==> config.mk <==
export PLATFORM = sky130hd
export DESIGN_NAME = mul_seq_ctrl_flat
export DESIGN_NICKNAME = d
export VERILOG_FILES = /design/src/rtl/mul_pkg.sv /design/src/rtl/mul_seq_ctrl_if.sv /design/src/rtl/mul_seq_ctrl_fulladder_32.sv /design/src/rtl/mul_seq_ctrl.sv /design/src/flat_wrapper.sv
export SDC_FILE = /design/constraint.sdc
export NUM_CORES = 1
export LEC_CHECK = 0
export CORE_MARGIN = 2
export CORE_UTILIZATION = 48
export CTS_CLUSTER_DIAMETER = 40
export DETAILED_ROUTE_END_ITERATION = 8
export PLACE_DENSITY = 0.82
export SLEW_MARGIN = 20
export SYNTH_ARGS = -nofsm -noshare
export SYNTH_HDL_FRONTEND = slang
export SYNTH_SLANG_ARGS = --single-unit
export TNS_END_PERCENT = 50
==> constraint.sdc <==
create_clock -name clk -period 15.14 [get_ports clk]
set_input_delay 2.271 -clock clk [delete_from_list [all_inputs] [get_ports clk]]
set_output_delay 2.271 -clock clk [all_outputs]
set_load 0.05 [all_outputs]
==> src/rtl/mul_pkg.sv <==
// Shared types and constants for the iterative RV32M multiplier controller.
// Signed RV32M semantics are enabled by the MUL_SIGNED_EN macro.
package mul_pkg;

  typedef enum logic [1:0] {
    MUL    = 2'b00,
    MULH   = 2'b01,
    MULHSU = 2'b10,
    MULHU  = 2'b11
  } mul_op_e;

  typedef enum logic [1:0] {
    IDLE = 2'b00,
    CALC = 2'b01,
    FIX  = 2'b10,
    DONE = 2'b11
  } mul_state_e;

  localparam int MUL_CYCLES = 32;
  localparam int CNT_W      = 5;

  // Two's-complement magnitude when neg is set; 0x80000000 maps onto itself,
  // which is the correct unsigned magnitude.
  function automatic logic [31:0] abs_if(logic [31:0] v, logic neg);
    return neg ? (~v + 32'd1) : v;
  endfunction

endpackage

==> src/rtl/mul_seq_ctrl_if.sv <==
// Request/response handshake bundle between the execute stage and mul_seq_ctrl.
interface mul_seq_ctrl_if;
  import mul_pkg::*;

  logic        req_valid;
  logic        req_ready;
  mul_op_e     req_op;
  logic [31:0] req_a;
  logic [31:0] req_b;
  logic        resp_valid;
  logic        resp_ready;
  logic [31:0] resp_result;

  modport master (
    output req_valid, req_op, req_a, req_b, resp_ready,
    input  req_ready, resp_valid, resp_result
  );

  modport slave (
    input  req_valid, req_op, req_a, req_b, resp_ready,
    output req_ready, resp_valid, resp_result
  );
endinterface

==> src/rtl/mul_seq_ctrl_fulladder_32.sv <==
// 32-bit ripple-carry adder (no carry-in, no carry-out port); the caller
// reconstructs the carry-out from the operand and sum MSBs.
module fulladder_32 (
  input  logic [31:0] a,
  input  logic [31:0] b,
  output logic [31:0] sum
);
  logic [31:0] c;

  assign c[0] = 1'b0;

  for (genvar i = 0; i < 32; i++) begin : g_bit
    assign sum[i] = a[i] ^ b[i] ^ c[i];
    if (i < 31) begin : g_carry
      assign c[i+1] = (a[i] & b[i]) | ((a[i] ^ b[i]) & c[i]);
    end
  end
endmodule

==> src/rtl/mul_seq_ctrl.sv <==
// Iterative 32x32 shift-add multiplier controller for MUL/MULH/MULHSU/MULHU.
// One ripple adder is reused for 32 accumulate steps, then a FIX cycle
// applies the result sign and selects the word.
// Macro MUL_SIGNED_EN: when defined, signed RV32M semantics; when undefined,
// all high-word ops behave as MULHU (latency unchanged).
module mul_seq_ctrl
  import mul_pkg::*;
(
  input  logic           clk,
  input  logic           rst_n,
  input  logic           flush,
  mul_seq_ctrl_if.slave  bus
);

  localparam logic [CNT_W-1:0] LAST_CNT = CNT_W'(MUL_CYCLES - 1);

  mul_state_e       state, state_d;
  logic [CNT_W-1:0] cnt;
  logic [63:0]      prod;      // {accumulator, multiplier}; carry lands in bit 63
  logic [31:0]      mcand;
  mul_op_e          op_q;
  logic [31:0]      sum;
  logic             carry;
  logic [31:0]      mag_a, mag_b;
  logic [63:0]      prod_fix;

  fulladder_32 u_add (
    .a   (prod[63:32]),
    .b   (mcand),
    .sum (sum)
  );

  // Carry-out of the accumulate add rebuilt from the MSBs of inputs and sum.
  assign carry = (prod[63] & mcand[31]) | ((prod[63] ^ mcand[31]) & ~sum[31]);

`ifdef MUL_SIGNED_EN
  logic a_neg, b_neg, res_neg;

  // Operand signs per op: rs1 signed for MULH/MULHSU, rs2 signed only for MULH.
  always_comb begin
    a_neg = bus.req_a[31] & ((bus.req_op == MULH) | (bus.req_op == MULHSU));
    b_neg = bus.req_b[31] &  (bus.req_op == MULH);
    mag_a = abs_if(bus.req_a, a_neg);
    mag_b = abs_if(bus.req_b, b_neg);
  end

  // Result sign is captured at accept time and applied in FIX.
  always_ff @(posedge clk or negedge rst_n) begin
    if (!rst_n)
      res_neg <= 1'b0;
    else if (state == IDLE && bus.req_valid)
      res_neg <= a_neg ^ b_neg;
  end

  assign prod_fix = res_neg ? (~prod + 64'd1) : prod;
`else
  assign mag_a    = bus.req_a;
  assign mag_b    = bus.req_b;
  assign prod_fix = prod;
`endif

  // State register.
  always_ff @(posedge clk or negedge rst_n) begin
    if (!rst_n) state <= IDLE;
    else        state <= state_d;
  end

  // Next-state and request-side handshake; flush wins over every transition.
  always_comb begin
    state_d       = state;
    bus.req_ready = 1'b0;
    case (state)
      IDLE: begin
        bus.req_ready = 1'b1;
        if (bus.req_valid) state_d = CALC;
      end
      CALC:    if (cnt == LAST_CNT) state_d = FIX;
      FIX:     state_d = DONE;
      DONE:    if (bus.resp_ready) state_d = IDLE;
      default: state_d = IDLE;
    endcase
    if (flush) state_d = IDLE;
  end

  // Datapath: operand load, shift-add steps, sign fix and result capture.
  always_ff @(posedge clk or negedge rst_n) begin
    if (!rst_n) begin
      cnt         <= '0;
      prod        <= '0;
      mcand       <= '0;
      op_q        <= MUL;
      bus.resp_result <= '0;
    end else begin
      case (state)
        IDLE: begin
          if (bus.req_valid) begin
            op_q  <= bus.req_op;
            mcand <= mag_a;
            prod  <= {32'd0, mag_b};
            cnt   <= '0;
          end
        end
        CALC: begin
          if (prod[0]) prod <= {carry, sum, prod[31:1]};
          else         prod <= {1'b0, prod[63:32], prod[31:1]};
          cnt <= cnt + 1'b1;
        end
        FIX: begin
          prod            <= prod_fix;
          bus.resp_result <= (op_q == MUL) ? prod_fix[31:0] : prod_fix[63:32];
        end
        default: ;
      endcase
    end
  end

  // resp_valid is a registered copy of "in DONE", so it drops with flush/reset.
  always_ff @(posedge clk or negedge rst_n) begin
    if (!rst_n) bus.resp_valid <= 1'b0;
    else        bus.resp_valid <= (state_d == DONE);
  end

endmodule

==> src/flat_wrapper.sv <==
// flat-port wrapper written by rule: the top's interface ports become plain ports
module mul_seq_ctrl_flat import mul_pkg::*;
  (clk, rst_n, flush, bus_req_valid, bus_req_op, bus_req_a, bus_req_b, bus_resp_ready, bus_req_ready, bus_resp_valid, bus_resp_result);
  mul_seq_ctrl_if bus_i ();
  input  logic clk;
  input  logic rst_n;
  input  logic flush;
  input wire logic [$bits(bus_i.req_valid)-1:0] bus_req_valid;
  input wire logic [$bits(bus_i.req_op)-1:0] bus_req_op;
  input wire logic [$bits(bus_i.req_a)-1:0] bus_req_a;
  input wire logic [$bits(bus_i.req_b)-1:0] bus_req_b;
  input wire logic [$bits(bus_i.resp_ready)-1:0] bus_resp_ready;
  output wire logic [$bits(bus_i.req_ready)-1:0] bus_req_ready;
  output wire logic [$bits(bus_i.resp_valid)-1:0] bus_resp_valid;
  output wire logic [$bits(bus_i.resp_result)-1:0] bus_resp_result;
  assign bus_i.req_valid = bus_req_valid;
  assign bus_i.req_op = bus_req_op;
  assign bus_i.req_a = bus_req_a;
  assign bus_i.req_b = bus_req_b;
  assign bus_i.resp_ready = bus_resp_ready;
  assign bus_req_ready = bus_i.req_ready;
  assign bus_resp_valid = bus_i.resp_valid;
  assign bus_resp_result = bus_i.resp_result;
  mul_seq_ctrl u_core (.clk(clk), .rst_n(rst_n), .flush(flush), .bus(bus_i));
endmodule
==> key figures, run 1 <==
Critical path
  • FF-to-FF path depth: 34
  • Critical Path Most Common Cell: fa_1
  • Worst Path Required: 15.41 ns
  • Max FO, Critical Path: 2
  • CP bufs+invs: 0
  • Worst reg2reg startpoint: u_core.mcand[0]
  • Critical path's largest stage delay: 0.49 ns
  • FF-to-FF End: u_core.prod[62]
  • Setup crit start kind: flop
  • Critical path data arrival time: 14.90 ns
  • CP top delay family: adder cells
  • Max stage delay cell, worst path: fa_1
  • R2R Setup Slk: 0.51 ns
  • Endpoint type of the worst setup path: flop
  • Setup CP Type: reg -> reg

Synthesis
  • Synth Register Bits: 138
  • Yosys top cell area share: 51.94%
  • Post-Synthesis Net Count: 674
  • Synth area leaders: dfrtp_1 52%, mux2i_1 9.8%, fa_1 9.3%
  • Multiplexer share of the synthesized area: 15.71%
  • Asr flop ratio synth: 100.0%
  • Main combinational cell family by area after synthesis: multiplexers
  • Number of synthesized flops with an enable pin: 0
  • Seq/Total Area, Yosys: 51.94%
  • Xor/xnor share of the synthesized area: 0%
  • Post-synthesis compound-gate area fraction: 12.33%
  • Simple logic cell fraction of the synthesized area: 7.019%
  • Synth Cell Area: 6649 sq um
  • Cell taking the most area after synthesis: dfrtp_1
  • Post-synth top flop: dfrtp_1
  • Yosys warns: 0
  • Cell count after synthesis: 569
  • Post-synth cell types: 29
  • Adder-cell share of the synthesized area: 9.898%
  • Avg Synthesized Cell Area: 11.69 sq um

CTS
  • CTS Buffer Depth: 2
  • Number of H-tree levels: 4
  • Clk Tree Root Cell: clkbuf_16
  • Clk_lat worst skew: 0.42 ns
  • CTS tree: done
  • Clock transition at path regs: 0.06 ns
  • Postcts setup bufs: 0
  • Num Clock Sinks: 138
  • CTS buffer count: 17

Layout
  • Share of layout cells above drive strength 1: 13.69%
  • Synthesis-to-finish area growth: 26.53%
  • Final net count: 764
  • Final Non-Filler Cells: 852
  • Fill count: 1050
  • ANT cells: 0

STA
  • Hold WS: 0.4743 ns
  • Fmax: 0.06834 GHz
  • Final Cycle Share: 96.65%
  • Final Max Tran Viols: 0
  • Final setup fails: 0
  • RSZ-0062 raised after global routing: no
  • Worst rel slew slack: 29.98%
  • Setup Skew: 0.009619 ns
  • Hold Violations, Final: 0
  • Fin worst setup slack: 0.5076 ns
  • Final worst path period need: 14.63 ns
  • Setup TNS: 0 ns
  • Worst-Margin Slew: 1.050 ns

Detailed routing
  • Drt pass-1 iters: 5
  • ANT nets after route: 0
  • DRC viols: 0
  • Via count: 4827
  • Vias/cell: 5.665
  • Initial DRC Count: 377
  • Routed WL: 15570 um
  • Routed WL per cell: 18.28 um

GRT
  • Grt total ovfl: 0
  • Global-route wire length before repair: 25670 um
  • Largest net degree at the start of global routing: 73
  • Initial antenna violation count: 0
  • Total track usage: 22.73%
  • Number of global-route vias before repair: 5112

Floorplan
  • Core area: 13720 sq um
  • Initial core utilization: 48.46%
  • Die height: 121.7 um
  • Top-Level Pins: 105
  • Die area: 14810 sq um
  • FP Rows: 43
  • Die width: 121.7 um

Worst hold path
  • Tightest Hold Check Type: reg -> reg
  • Worst Min Path Start: u_core.cnt[3]
  • Hold Path Depth: 1
  • Hold EP: u_core.cnt[3]

Placement
  • RePlAce Congestion: 0.7714
  • Pre-CTS setup slack: -0.4291 ns
  • DP Cell Count: 820
  • Detailed Place HPWL: 10150 um
  • Number of port buffers: 104

Power
  • Tot Pwr: 0.001313 W
  • PD cells: 156.1 nW/um^2
  • VDD IR max: 0.09700 mV
  • Leakage power: 3.562 nW

Flow run
  • Max_cap viols: 0

Status
  • Status: finished, final reports clean
==> area by class of cell <==
| type | count | area [sq um] | area share (%) |
|---|---|---|---|
| Sequential cell | 138 | 3455 | 41.06 |
| Multi-Input combinational cell | 388 | 3054 | 36.30 |
| Timing Repair Buffer | 113 | 1110 | 13.19 |
| Tap cell | 180 | 225.2 | 2.677 |
| Clock inverter | 8 | 93.84 | 1.115 |
| Inverter | 1 | 3.754 | 0.04462 |
| Clock buffer | 24 | 471.7 | 5.607 |
==> state kept, by name, summed over array words and instances (netlist names) <==
name                    cells
u_core.bus.resp_valid       1
u_core.prod                64
u_core.bus.resp_result     32
u_core.state                2
u_core.mcand               32
u_core.op_q                 2
u_core.cnt                  5
==> cells by family after synthesis <==
kind of cell,Yosys count
fa+ha+maj,34
compound gates,137
flops,138
simple gates,117
buf+inv,43
mux,100
==> per-layer routing <==
metal  GRT usage [%]  share of wire (%)  vias to the layer above
met5               0                  0                        -
met4           9.052                1.8                        0
met3           5.431                5.1                       22
met2           37.82                 51                      175
met1           28.86                 42                     2432
li1                -                  -                     2198
==> what timing repair did <==
item,4_1_cts,5_1_grt
endpoints found under the setup margin,3,2
gates cloned,0,0
resized for setup,9,6
hold buffers,0,0
==> cells in the mapped netlist (2+ instances only) <==
cell / instances
a21oi_1: 3
a22oi_1: 31
buf_1: 3
buf_2: 21
buf_4: 5
clkbuf_1: 13
dfrtp_1: 138
fa_1: 31
ha_1: 3
mux2_1: 2
mux2_2: 33
mux2i_1: 65
nand2_1: 103
nand2b_1: 4
nor2_1: 3
nor2_2: 2
o21ai_0: 66
o21ai_1: 2
o22ai_1: 31
==> how the worst max path moves through the flow <==
| stage | start | endpoint | slack [ns] | cells after the start |
|---|---|---|---|---|
| after floorplan | u_core.prod[32] | u_core.prod[62] | 0.16 | 34 |
| after global placement | u_core.mcand[0] | u_core.prod[62] | -0.23 | 34 |
| final | u_core.mcand[0] | u_core.prod[62] | 0.51 | 34 |
| after CTS | u_core.mcand[0] | u_core.prod[62] | 0.04 | 34 |
| after global routing | u_core.mcand[0] | u_core.prod[62] | 0.08 | 34 |
| after detailed placement | u_core.mcand[0] | u_core.prod[62] | -0.43 | 34 |
==> power breakdown <==
group | leakage [nW] | internal (W) | switching (W)
logic | 1.54 | 0.000186 | 0.000199
registers | 1.74 | 0.000444 | 0.0000832
clock network | 0.282 | 0.000250 | 0.000151
==> stage by stage <==
step,util [%],instance area (sq um)
floorplan,-,6649
global placement,56.85,7800
detailed placement,56.85,7800
CTS,61.14,8388
global route,61.32,8413
finish,61.32,8413
==> placed cells by master, fill, tap and decap left out, types with 2 or more instances in the layout <==
master             n
nor2_4             2
ha_1               3
fa_2              15
clkdlybuf4s50_1  103
nand2_1          103
clkbuf_1           5
o22ai_1           31
mux2_2            33
clkinv_2           5
dfrtp_1          137
mux2_1             2
clkbuf_16         17
clkbuf_8           2
o21ai_0           66
buf_4              9
a21oi_1            3
mux2i_1           65
nor2_1             3
fa_1              16
a22oi_1           31
nand2b_1           2
nand2b_4           2
o21ai_1            2
bufinv_16          2
(Power assumes the default switching activity.)
==> run 2: changes to the inputs <==
--- a/config.mk
+++ b/config.mk
@@ -14,4 +14,3 @@
 export SYNTH_ARGS = -nofsm -noshare
 export SYNTH_HDL_FRONTEND = slang
 export SYNTH_SLANG_ARGS = --single-unit
-export TNS_END_PERCENT = 50
==> constraint.sdc (replaced) <==
create_clock -name clk -period 12.29 [get_ports clk]
set_input_delay 1.8435 -clock clk [delete_from_list [all_inputs] [get_ports clk]]
set_output_delay 1.8435 -clock clk [all_outputs]
set_load 0.05 [all_outputs]
==> run 2 against run 1 <==
The run now ends with negative setup slack left. Critical path depth stayed put. Die area unchanged. Non-clock buffer count increased by 1. Sequential power up 23%. Cell count rose by 0.12%. Sequential share of layout area fell by 0.54 points. Power is 26% higher. Count of clock-buffer cells in the layout is 1 higher.
==> key figures, run 2 (synthesis results as in run 1) <==
Detailed routing
  • ANT nets after route: 0 (unchanged)
  • Routed WL: 15240 um (was 15570 um)
  • DRC viols: 0 (unchanged)
  • Routed WL per cell: 17.87 um (was 18.28 um)
  • Drt pass-1 iters: 5 (unchanged)
  • Initial DRC Count: 346 (was 377)
  • Vias/cell: 5.558 (was 5.665)
  • Via count: 4741 (was 4827)

Worst hold path
  • Hold Path Depth: 2 (was 1)
  • Tightest Hold Check Type: reg -> reg (unchanged)

Layout
  • Synthesis-to-finish area growth: 28.21% (was 26.53%)
  • Fill count: 1062 (was 1050)
  • Sequential Area: 3455 sq um (unchanged)
  • Commonest non-fill, non-tap cell in the layout: dfrtp_1 (unchanged)
  • Final net count: 765 (was 764)
  • Share of layout cells above drive strength 1: 16.34% (was 13.69%)
  • ANT cells: 0 (unchanged)
  • Reg with most FFs: u_core.prod (unchanged)
  • Biggest regs: u_core.prod (64), u_core.bus.resp_result (32), u_core.mcand (32) (unchanged)
  • Most frequent cells in the layout: 137 x dfrtp_1, 103 x nand2_1, 103 x clkdlybuf4s50_1 (unchanged)
  • Max reg flops: 64 (unchanged)
  • Multi-input gate area: 3097 sq um (was 3054 sq um)

Critical path
  • Worst Path Required: 12.62 ns (was 15.41 ns)
  • Setup CP Type: reg -> reg (unchanged)
  • Setup crit start kind: flop (unchanged)
  • Stages on the worst setup path: 34 (unchanged)
  • FF-to-FF path depth: 34 (unchanged)
  • CP bufs+invs: 0 (unchanged)
  • Critical path's largest stage delay: 0.53 ns (was 0.49 ns)
  • Max FO, Critical Path: 2 (unchanged)
  • CP top delay family: adder cells (unchanged)
  • R2R Setup Slk: -0.47 ns (was 0.51 ns)
  • Endpoint type of the worst setup path: flop (unchanged)
  • Critical path data arrival time: 13.08 ns (was 14.90 ns)
  • Critical Path Most Common Cell: fa_2 (was fa_1)
  • Max stage delay cell, worst path: fa_2 (was fa_1)

STA
  • Worst rel slew slack: 30.35% (was 29.98%)
  • Final worst path period need: 12.76 ns (was 14.63 ns)
  • Setup TNS: -0.8915 ns (was 0 ns)
  • Hold Violations, Final: 0 (unchanged)
  • Final setup fails: 3 (was 0)
  • Hold WS: 0.4742 ns (was 0.4743 ns)
  • Fmax: 0.07840 GHz (was 0.06834 GHz)
  • Worst-Margin Slew: 1.045 ns (was 1.050 ns)
  • Final Cycle Share: 103.8% (was 96.65%)
  • RSZ-0062 raised after global routing: yes (was no)
  • Final Max Tran Viols: 0 (unchanged)
  • Fin worst setup slack: -0.4658 ns (was 0.5076 ns)
  • Setup Skew: 0.006605 ns (was 0.009619 ns)

GRT
  • Global-route wire length before repair: 24950 um (was 25670 um)
  • Largest net degree at the start of global routing: 82 (was 73)
  • Total track usage: 22.09% (was 22.73%)
  • Number of global-route vias before repair: 4852 (was 5112)
  • Initial antenna violation count: 0 (unchanged)
  • Grt total ovfl: 0 (unchanged)

CTS
  • CTS buffer count: 17 (unchanged)
  • Number of H-tree levels: 4 (unchanged)
  • Clk Tree Root Cell: clkbuf_16 (unchanged)
  • Clock transition at path regs: 0.06 ns (about the same)
  • CTS Buffer Depth: 2 (unchanged)
  • Clk_lat worst skew: 0.42 ns (about the same)
  • Num Clock Sinks: 138 (unchanged)
  • CTS tree: done (unchanged)

Power
  • Flop pwr share: 39.3% (was 40.1%)
  • VDD IR max: 0.1040 mV (was 0.09700 mV)
  • Combinational power share: 28.3% (was 29.4%)
  • PD cells: 194.2 nW/um^2 (was 156.1 nW/um^2)
  • Leakage power: 3.564 nW (was 3.562 nW)
  • Pint: 0.001133 W (was 0.0008802 W)
  • Sw frac: 31.54% (was 32.99%)
  • Switch Pwr: 0.0005221 W (was 0.0004333 W)
  • Clk pwr share: 32.4% (was 30.5%)
  • Tot Pwr: 0.001655 W (was 0.001313 W)

Floorplan
  • Initial core utilization: 48.46% (unchanged)
  • Core area: 13720 sq um (unchanged)
  • FP Rows: 43 (unchanged)
  • Die width: 121.7 um (unchanged)
  • Top-Level Pins: 105 (unchanged)
  • Die height: 121.7 um (unchanged)
  • Die area: 14810 sq um (unchanged)

Placement
  • Number of port buffers: 104 (unchanged)
  • Pre-CTS setup slack: -0.5301 ns (was -0.4291 ns)
  • RePlAce Congestion: 0.8308 (was 0.7714)
  • Detailed Place HPWL: 10040 um (was 10150 um)

Status
  • Status: finished with violations (was finished, final reports clean)
  • Failing checks: negative setup slack

Flow run
  • Max_cap viols: 0 (unchanged)
==> run 2: per-layer routing <==
layer | GRT usage (%) | up-vias | wire, um
met5 | 0 | - | 0
met4 | 7.328 | 0 | 283
met3 | 5.805 | 24 | 838
met2 | 35.64 | 152 | 7396
met1 | 29.32 | 2373 | 6722
li1 | - | 2192 | -
==> run 2: through the flow <==
| stage | cells | utilization [%] | instance area (sq um) |
|---|---|---|---|
| after floorplan | 569 | - | 6726 |
| after global placement | 820 | 57.42 | 7878 |
| after detailed placement | 820 | 57.42 | 7878 |
| after CTS | 852 | 61.98 | 8503 |
| after global routing | 853 | 62.13 | 8524 |
| final | 853 | 62.13 | 8524 |
==> run 2: path summary, 6_finish.rpt <==
path	from	end
min in group asynchronous	rst_n	u_core.prod[7]
setup / recovery	u_core.prod[32]	u_core.prod[62]
hold reg to reg	u_core.bus.resp_result[14]	u_core.bus.resp_result[14]
max in group asynchronous	rst_n	u_core.prod[0]
hold / removal	u_core.bus.resp_result[14]	u_core.bus.resp_result[14]
setup reg to reg	u_core.prod[32]	u_core.prod[62]
==> run 2: power by group through the flow <==
stage                     clock network (W)  logic, W  registers, W
after detailed placement                  0  0.000468      0.000657
after global placement                    0  0.000440      0.000648
after global routing               0.000565  0.000533      0.000662
after floorplan                           0  0.000285      0.000680
final                              0.000536  0.000469      0.000650
after CTS                          0.000544  0.000474      0.000650
==> run 2: what timing repair did <==
| item | 4_1_cts | 5_1_grt |
|---|---|---|
| hold endpoints to repair | 0 | 0 |
| hold buffers | 0 | 0 |
| gates cloned | 0 | 0 |
| pin swaps | 0 | 2 |
| gates resized for setup | 2 | 0 |
| setup endpoints to repair | 3 | 4 |
| buffers inserted | 0 | 1 |
==> run 2: worst min-delay path, cell delays in order, from the launching register on <==
cell	delay [ns]
dfrtp_1	0.34
nand2_1	0.04
o21ai_0	0.06
==> run 2: area by class of cell <==
| type | count | area share (%) |
|---|---|---|
| clock buffer | 25 | 5.695 |
| clock inverter | 7 | 1.615 |
| inverter | 1 | 0.04403 |
| multi-input combinational | 388 | 36.33 |
| sequential | 138 | 40.53 |
| tap | 180 | 2.642 |
| timing repair buffer | 114 | 13.15 |
